`src/rtl/x64_adc_sched_pkg.sv`:
```
// Shared types and helpers for the x64 ADC stream scheduler.
package x64_adc_sched_pkg;

  typedef enum logic [1:0] {
    IDLE = 2'd0,
    RUN  = 2'd1,
    STOP = 2'd2
  } sched_state_e;

  localparam int unsigned DEFAULT_SLOT_CYCLES = 4;
  localparam int unsigned ADC_WORD_W          = 24;

  // Wraps an index that is at most 2*n-1 back into 0..n-1.
  function automatic int unsigned rr_wrap(input int unsigned idx, input int unsigned n);
    return (idx >= n) ? idx - n : idx;
  endfunction

endpackage

```
`src/rtl/x64_adc_rr_arbiter.sv`:
```
// Round-robin arbiter: searches from ptr upward, ptr moves past the winner on advance.
module x64_adc_rr_arbiter
  import x64_adc_sched_pkg::*;
#(
  parameter int unsigned NUM_REQ = 4,
  parameter int unsigned IDX_W   = $clog2(NUM_REQ)
) (
  input  logic               clk,
  input  logic               rst,
  input  logic [NUM_REQ-1:0] req,
  input  logic               advance,
  output logic [NUM_REQ-1:0] grant,
  output logic [IDX_W-1:0]   idx
);

  logic [IDX_W-1:0] ptr;

  always_comb begin
    logic [IDX_W-1:0] pos;
    logic             found;
    grant = '0;
    idx   = '0;
    found = 1'b0;
    pos   = '0;
    for (int unsigned k = 0; k < NUM_REQ; k++) begin
      pos = IDX_W'(rr_wrap(32'(ptr) + k, NUM_REQ));
      if (!found && req[pos]) begin
        found      = 1'b1;
        grant[pos] = 1'b1;
        idx        = pos;
      end
    end
  end

  always_ff @(posedge clk) begin
    if (rst) begin
      ptr <= '0;
    end else if (advance) begin
      ptr <= IDX_W'(rr_wrap(32'(idx) + 32'd1, NUM_REQ));
    end
  end

endmodule

```
`src/rtl/x64_adc_stream_sched.sv`:
```
// Shares the 4:1 stream serializer between NUM_REQ group producers, one load per slot.
// Optional gap statistics counter enabled by defining X64_ADC_SCHED_STATS_EN.
module x64_adc_stream_sched
  import x64_adc_sched_pkg::*;
#(
  parameter int unsigned NUM_REQ     = 4,
  parameter int unsigned DATA_W      = 4 * ADC_WORD_W,
  parameter int unsigned SLOT_CYCLES = DEFAULT_SLOT_CYCLES
) (
  input  logic                        clk,
  input  logic                        rst,
  input  logic                        enable,
  input  logic [NUM_REQ*DATA_W-1:0]   req_data,
  input  logic [NUM_REQ-1:0]          req_valid,
  output logic [NUM_REQ-1:0]          req_ready,
  output logic [DATA_W-1:0]           mux_din,
  output logic                        mux_dinvld,
  output logic [$clog2(NUM_REQ)-1:0]  mux_tag,
  output logic                        busy,
  output logic [15:0]                 gap_cnt
);

  localparam int unsigned TAG_W = $clog2(NUM_REQ);
  localparam int unsigned CNT_W = (SLOT_CYCLES > 1) ? $clog2(SLOT_CYCLES) : 1;
  localparam logic [CNT_W-1:0] CNT_LAST  = CNT_W'(SLOT_CYCLES - 1);
  localparam logic [CNT_W-1:0] CNT_FIRST = (SLOT_CYCLES > 1) ? CNT_W'(1) : '0;

  sched_state_e       state;
  sched_state_e       state_nxt;
  logic [CNT_W-1:0]   cnt;
  logic               eligible;
  logic [NUM_REQ-1:0] arb_req;
  logic [NUM_REQ-1:0] grant;
  logic [TAG_W-1:0]   grant_idx;
  logic               granted;

  // A slot boundary in RUN with enable still high is the only grant opportunity.
  assign eligible = (state == RUN) && enable && (cnt == '0);
  assign arb_req  = eligible ? req_valid : '0;
  assign granted  = |grant;

  x64_adc_rr_arbiter #(
    .NUM_REQ (NUM_REQ),
    .IDX_W   (TAG_W)
  ) u_arb (
    .clk     (clk),
    .rst     (rst),
    .req     (arb_req),
    .advance (granted),
    .grant   (grant),
    .idx     (grant_idx)
  );

  assign req_ready = grant;
  assign busy      = (state != IDLE) || (cnt != '0);

  always_ff @(posedge clk) begin
    if (rst) begin
      state <= IDLE;
    end else begin
      state <= state_nxt;
    end
  end

  always_comb begin
    state_nxt = state;
    case (state)
      IDLE:    if (enable) state_nxt = RUN;
      RUN:     if (!enable) state_nxt = (cnt == '0) ? IDLE : STOP;
      STOP:    if (cnt == '0) state_nxt = IDLE;
      default: state_nxt = IDLE;
    endcase
  end

  // Slot counter: starts at 1 on a grant, wraps to 0 after SLOT_CYCLES-1, parks at 0.
  always_ff @(posedge clk) begin
    if (rst) begin
      cnt <= '0;
    end else if (granted) begin
      cnt <= CNT_FIRST;
    end else if (cnt == CNT_LAST) begin
      cnt <= '0;
    end else if (cnt != '0) begin
      cnt <= cnt + CNT_W'(1);
    end
  end

  always_ff @(posedge clk) begin
    if (rst) begin
      mux_din    <= '0;
      mux_tag    <= '0;
      mux_dinvld <= 1'b0;
    end else begin
      mux_dinvld <= granted;
      if (granted) begin
        mux_din <= req_data[32'(grant_idx) * DATA_W +: DATA_W];
        mux_tag <= grant_idx;
      end
    end
  end

`ifdef X64_ADC_SCHED_STATS_EN
  // Counts slot boundaries that were offered but found nobody pending.
  always_ff @(posedge clk) begin
    if (rst) begin
      gap_cnt <= '0;
    end else if (eligible && (req_valid == '0) && (gap_cnt != 16'hFFFF)) begin
      gap_cnt <= gap_cnt + 16'd1;
    end
  end
`else
  assign gap_cnt = 16'h0000;
`endif

endmodule
```
`config.mk`:
```
export PLATFORM = sky130hd
export DESIGN_NAME = x64_adc_stream_sched
export DESIGN_NICKNAME = d
export VERILOG_FILES = /design/src/rtl/x64_adc_sched_pkg.sv /design/src/rtl/x64_adc_rr_arbiter.sv /design/src/rtl/x64_adc_stream_sched.sv
export SDC_FILE = /design/constraint.sdc
export NUM_CORES = 1
export LEC_CHECK = 0
export CAP_MARGIN = 20
export CORE_AREA = 2 2 202 204
export CTS_CLUSTER_DIAMETER = 30
export DETAILED_ROUTE_END_ITERATION = 8
export DIE_AREA = 0 0 204 206
export PLACE_DENSITY_LB_ADDON = 0.25
export SETUP_SLACK_MARGIN = 0.1
export SYNTH_ARGS = -nofsm -noshare
export SYNTH_HDL_FRONTEND = slang
export SYNTH_SLANG_ARGS = --single-unit
```
`constraint.sdc`:
```
create_clock -name clk -period 4.3 [get_ports clk]
set_input_delay 0.86 -clock clk [delete_from_list [all_inputs] [get_ports clk]]
set_output_delay 0.86 -clock clk [all_outputs]
set_load 0.01 [all_outputs]
```
==> impl_metrics.tcl, run 1 <==
set metrics [dict create \
    status "finished, final reports clean" \
    seqCellArea_mm2 0.00211 \
    p_leak_nw 5.04 \
    end_kind "output pin" \
    cts_tree "done" \
    startpoint_type "input pin" \
    hp-class "flop to flop" \
    crit_required_ns 3.44 \
    yosysMostFrequentCell "nor2_1" \
    worstMarginPinSlew_ns 0.759 \
    setup_viol 0 \
    yosys.area.top_type_share_pct 28.5 \
    drtIter0Drc 441 \
    slowest_stage "mux4_2" \
    avgSynthCellArea_um2 6.24 \
    fin_crit_sh_pct 95.9 \
    grt_pass1_wl_um 53600 \
    cp.buffers_inverters 4 \
    wire_per_inst_um 17.1 \
    synth_common_cells "nor2_1, nand2_1, dfxtp_1" \
    portBuffers 494 \
    cts.clk_slew.worst_paths_ns 0.06 \
    period_needed_ns 4.12 \
    maxSlewHeadroom_pct 49.4 \
    antenna_left 0 \
    yosys_most_used_dff "dfxtp_1" \
    swShare_pct 36.4 \
    yosysUniqueCellTypes 47 \
    core.rowCount 74 \
    ys_warn_count 0 \
    grt_pass1_vias 9004 \
    ys_top_cells_by_area "dfxtp_1, nor2_1, nand2_1" \
    routed_wl_um 36900 \
    cts_made_buffers 9 \
    ios 511 \
    gp_congestion 0.810 \
    clock_sinks 105 \
    grt_max_degree 97 \
    gr-total-overflow 0 \
    antenna_found_initial 5 \
    power.density_mw_per_mm2 289 \
    p_seq_share_pct 31.8 \
    rsz0062_at_grt "false" \
    filler_cell_count 4368 \
    synth-edff-count 0 \
    setup_tns_ns 0 \
    cpMostUsedCell "clkdlybuf4s50_1" \
    yosysTopAreaCell "dfxtp_1" \
    cts_max_level 3 \
    peakVddDrop_v 0.000183 \
    syn_area_mm2 0.00737 \
    drv_cap 0 \
    multi_input_area_mm2 0.00474 \
    fin_nets 2008 \
    p_clk_share_pct 21.5 \
    async_reset_ff_share_pct 0 \
    dpl.cell_count 2129 \
    dp_hpwl_um 28000 \
    cts_buffer_depth 2 \
    drc 0 \
    syn2layout_area_growth_pct 78.7 \
    slew_viol_final 0 \
    die_w_um 204 \
    grt_use_total_pct 16.7 \
    synth_seq_cells 105 \
    p_int_mw 2.42 \
    die_area_mm2 0.0420 \
    worstPathArrival_ns 3.26 \
    hold_viol 0 \
    cp_top_family "buffers and inverters" \
    p_comb_share_pct 46.7 \
    setup.worst_path.class "input pin to output pin" \
    fp.coreArea_mm2 0.0402 \
    dr.pass1.iters 4 \
    skew_ns 0.0138 \
    p_switching_mw 1.38 \
    slowest_delay_ns 0.54 \
    clock_latency_ns 0.38 \
    initial_core_util_pct 18.3 \
    syn_inst 1180 \
    p_total_mw 3.80 \
    vias 9377 \
    drive_gt1_share_pct 5.38 \
    cp_max_fo 7 \
    cts-root-buf "clkbuf_16" \
    crit_chain "clkdlybuf4s50_1, buf_4, nand2b_1, mux4_2, nor3_1, o31ai_4, inv_1, clkdlybuf4s50_1" \
    die_h_um 206 \
    max_freq_mhz 243 \
    viasPerCell 4.36 \
    fin_cells 2151 \
    synth_seq_area_share_pct 28.5 \
]
==> layout by cell type (no fill, tap or decap), types with 4 or more instances in the layout <==
| master | n |
|---|---|
| clkdlybuf4s50_1 | 492 |
| nor2_1 | 297 |
| nand2_1 | 293 |
| dfxtp_1 | 103 |
| a21oi_1 | 97 |
| nand3_1 | 97 |
| o211ai_1 | 87 |
| conb_1 | 16 |
| buf_4 | 16 |
| buf_12 | 14 |
| inv_1 | 10 |
| o211ai_2 | 10 |
| a21oi_2 | 10 |
| clkbuf_16 | 9 |
| ha_1 | 6 |
| nand2b_1 | 5 |
| nor3_1 | 4 |
==> sequential cells by signal (all words and copies together), names as in the netlist <==
signal / flops
cnt: 2
state: 2
mux_dinvld: 1
mux_tag: 2
mux_din: 96
u_arb.ptr: 2
==> power groups by stage <==
stage | registers, mW | clock network [mW] | logic [mW]
after floorplan | 1.28 | 0 | 0.815
after global placement | 1.22 | 0 | 1.77
after detailed placement | 1.23 | 0 | 1.78
after CTS | 1.21 | 0.863 | 1.79
after global routing | 1.23 | 0.902 | 1.94
final | 1.21 | 0.817 | 1.78
==> worst min-delay path, delay by kind of cell (launching register included) <==
family           cells  cell delay, ns
AO/OA/AOI/OAI        1            0.05
flip-flops           1            0.31
AND/OR/NAND/NOR      1            0.05
==> path summary, 6_finish.rpt <==
check                                          startpoint                  endpoint  slack [ns]  depth (start not counted)
worst min register to register   mux_din[92]$_SDFFE_PP0P_  mux_din[92]$_SDFFE_PP0P_        0.45                          2
worst max register to register  u_arb.ptr[1]$_SDFFE_PP0P_  mux_din[44]$_SDFFE_PP0P_        1.12                         12
worst max-delay path                         req_valid[2]              req_ready[0]        0.18                          8
worst min-delay path             mux_din[92]$_SDFFE_PP0P_  mux_din[92]$_SDFFE_PP0P_        0.45                          2
==> stage by stage <==
| stage | worst slack [ns] | instance area (µm²) | utilization (%) | hold WS [ns] |
|---|---|---|---|---|
| 6_report | 0.178 | 13200 | 32.8 | 0.450 |
| 5_1_grt | 0.101 | 13200 | 32.8 | 0.464 |
| 4_1_cts | 0.109 | 13100 | 32.6 | 0.453 |
| 3_5_place_dp | 0.0902 | 12800 | 31.9 | 0.443 |
| 3_3_place_gp | 0.164 | 12800 | 31.9 | 0.437 |
| 2_1_floorplan | 1.08 | 7420 | - | 0.463 |
==> kinds of logic after synthesis <==
group	Yosys count	share of synthesized area (%)
other cells	1	0.0509
xor+xnor	2	0.238
buf+inv	129	8.90
compound gates	218	20.6
mux	6	1.34
simple gates	713	39.4
fa+ha+maj	6	1.02
flops	105	28.5
==> repair_timing <==
action	CTS	global route
pin swaps	1	3
setup endpoints to repair	4	4
hold buffers	0	0
resized for setup	2	9
setup buffers	0	3
==> per-layer routing <==
metal  vias to the layer above  wire, µm  track usage, %  share of wire [%]
met5                         -        27               0              0.073
met2                       382     17500            29.0                 47
met4                         4       552            4.37                1.5
met1                      4212     15200            19.5                 41
met3                        30      3540            5.88                9.6
li1                       4749         -               -                  -
==> area by class of cell <==
type | instances | area share [%]
Multi-Input combinational cell | 961 | 36.0
Antenna cell | 3 | 0.0570
Inverter | 11 | 0.314
Sequential cell | 105 | 16.0
Tap cell | 532 | 5.06
Clock inverter | 4 | 0.228
Timing Repair Buffer | 523 | 40.6
Clock buffer | 12 | 1.80
(Power assumes the default switching activity.)
==> run 2, diff against run 1 <==
Settings changed: CORE_AREA 2 2 202 204 to 2 2 201 203, DIE_AREA 0 0 204 206 to 0 0 203 205, DONT_BUFFER_PORTS set to 1.
==> run 2 against run 1 <==
- count of clock-buffer cells in the layout stayed put
- combinational power is 45% lower
- die area is 0.97% lower
- hold slack better by 0.047 ns
- final cell count is 24% lower
- non-clock buffer count is 505 lower
- flip-flop and latch count stayed put
- critical path type is now flop to output pin
- first-iteration DRC count is 12% higher
- largest power group is now sequential cells
- routed wire length is 21% lower
==> impl_metrics.tcl, run 2 (synthesis gave the netlist of run 1 again) <==
set metrics [dict create \
    status "finished, final reports clean" \
    clock_sinks 105 \
    cts-root-buf "clkbuf_16" \
    cp_max_fo 10 \
    setup.worst_path.class "flop to output pin" \
    final_cell_mix "nor2_1, nand2_1, dfxtp_1" \
    worstMarginPinSlew_ns 0.821 \
    cts_max_level 3 \
    p_leak_nw 3.07 \
    viasPerCell 4.69 \
    setup_viol 0 \
    grt_pass1_vias 7110 \
    p_comb_share_pct 30.8 \
    cts_tree "done" \
    fin_cells 1637 \
    p_seq_share_pct 41.7 \
    max_freq_mhz 253 \
    antenna_left 0 \
    wl_met1_um 10700 \
    gp_congestion 0.826 \
    grt_pass1_wl_um 40800 \
    route.met2.wl_um 14200 \
    setup_slack_ns 0.352 \
    grt_max_degree 106 \
    fin_crit_sh_pct 91.8 \
    setup_tns_ns 0 \
    antenna_found_initial 1 \
    crit_required_ns 3.44 \
    ctsResizeCount 0 \
    ios 511 \
    peakVddDrop_v 0.000152 \
    worstPathArrival_ns 3.09 \
    drive_gt1_share_pct 6.12 \
    wire_per_inst_um 17.7 \
    portBuffers 0 \
    fp.coreArea_mm2 0.0394 \
    period_needed_ns 3.95 \
    p_switching_mw 1.23 \
    final_common_cell "nor2_1" \
    drv_cap 0 \
    maxSlewHeadroom_pct 45.1 \
    cts_buffer_depth 2 \
    swShare_pct 38.9 \
    dp_hpwl_um 22700 \
    drc 0 \
    drtIter0Drc 496 \
    dpl.cell_count 1620 \
    initial_core_util_pct 18.7 \
    rsz0062_at_grt "false" \
    syn2layout_area_growth_pct 8.98 \
    end_kind "output pin" \
    skew_ns 0.0140 \
    fin_nets 1503 \
    rrSetupSlack_ns 0.74 \
    cts_made_buffers 9 \
    hold_buffers 0 \
    utilization_pct 20.4 \
    die_w_um 203 \
    p_int_mw 1.94 \
    routed_wl_um 29000 \
    startpoint_type "flop" \
    largest_reg_flops 96 \
    wl_met3_um 2690 \
    postCtsSetupRepairBufs 0 \
    hold_viol 0 \
    die_h_um 205 \
    gr-total-overflow 0 \
    p_total_mw 3.17 \
    cts.clk_slew.worst_paths_ns 0.08 \
    dp_slack_ns 0.755 \
    core.rowCount 73 \
    hp-class "flop to flop" \
    vias 7671 \
    dr.pass1.iters 4 \
    p_clk_share_pct 27.5 \
    slew_viol_final 0 \
    highest_layer "met4" \
    power.density_mw_per_mm2 395 \
    top_register "mux_din" \
    clock_latency_ns 0.37 \
    die_area_mm2 0.0416 \
    grt_use_total_pct 13.0 \
]
==> run 2: final timing paths <==
path | from | endpoint | depth (start not counted)
max | u_arb.ptr[0]$_SDFFE_PP0P_ | req_ready[3] | 7
min | state[1]$_SDFFE_PP0P_ | state[0]$_SDFFE_PP0P_ | 1
max reg2reg | u_arb.ptr[0]$_SDFFE_PP0P_ | mux_din[76]$_SDFFE_PP0P_ | 11
min reg2reg | state[1]$_SDFFE_PP0P_ | state[0]$_SDFFE_PP0P_ | 1
==> run 2: through the flow <==
step                area (µm²)  hold slack [ns]
finish                    8030            0.497
global route              8030            0.519
CTS                       8030            0.493
detailed placement        7730            0.488
global placement          7730            0.482
floorplan                 7420            0.463
==> run 2: metal layers <==
| layer | track usage, % | vias up |
|---|---|---|
| li1 | - | 3729 |
| met1 | 13.4 | 3476 |
| met2 | 23.1 | 414 |
| met3 | 4.50 | 52 |
| met4 | 6.99 | 0 |
| met5 | 0 | - |
==> run 2: worst max-delay path, stage by stage, from the launching register on <==
cell and delay (ns):
dfxtp_1 0.57, inv_2 0.17, ha_1 0.47, or3b_1 0.44, a2111o_1 0.48, a21oi_1 0.30, a221oi_2 0.16, inv_1 0.14
==> run 2: final cells by class <==
| cell class | count | area [µm²] |
|---|---|---|
| Antenna cell | 1 | 2.50 |
| Tap cell | 525 | 657 |
| Sequential cell | 105 | 2100 |
| Multi-Input combinational cell | 961 | 4700 |
| Inverter | 11 | 41.3 |
| Fill cell | 4519 | 31300 |
| Timing Repair Buffer | 18 | 223 |
| Clock buffer | 12 | 246 |
| Clock inverter | 4 | 52.6 |
==> run 2: power groups by stage <==
stage          clock [mW]  sequential, mW  combinational [mW]
2_1_floorplan           0            1.28               0.815
3_3_place_gp            0            1.35               0.972
3_5_place_dp            0            1.35               0.982
4_1_cts             0.933            1.33               0.984
5_1_grt             0.966            1.34                1.09
6_report            0.872            1.32               0.977
==> run 3, diff against run 2 <==
Settings changed: CAP_MARGIN 20 to 10.
==> results of run 3 <==
The final DEF is identical to that of run 2; final timing and power are the same.
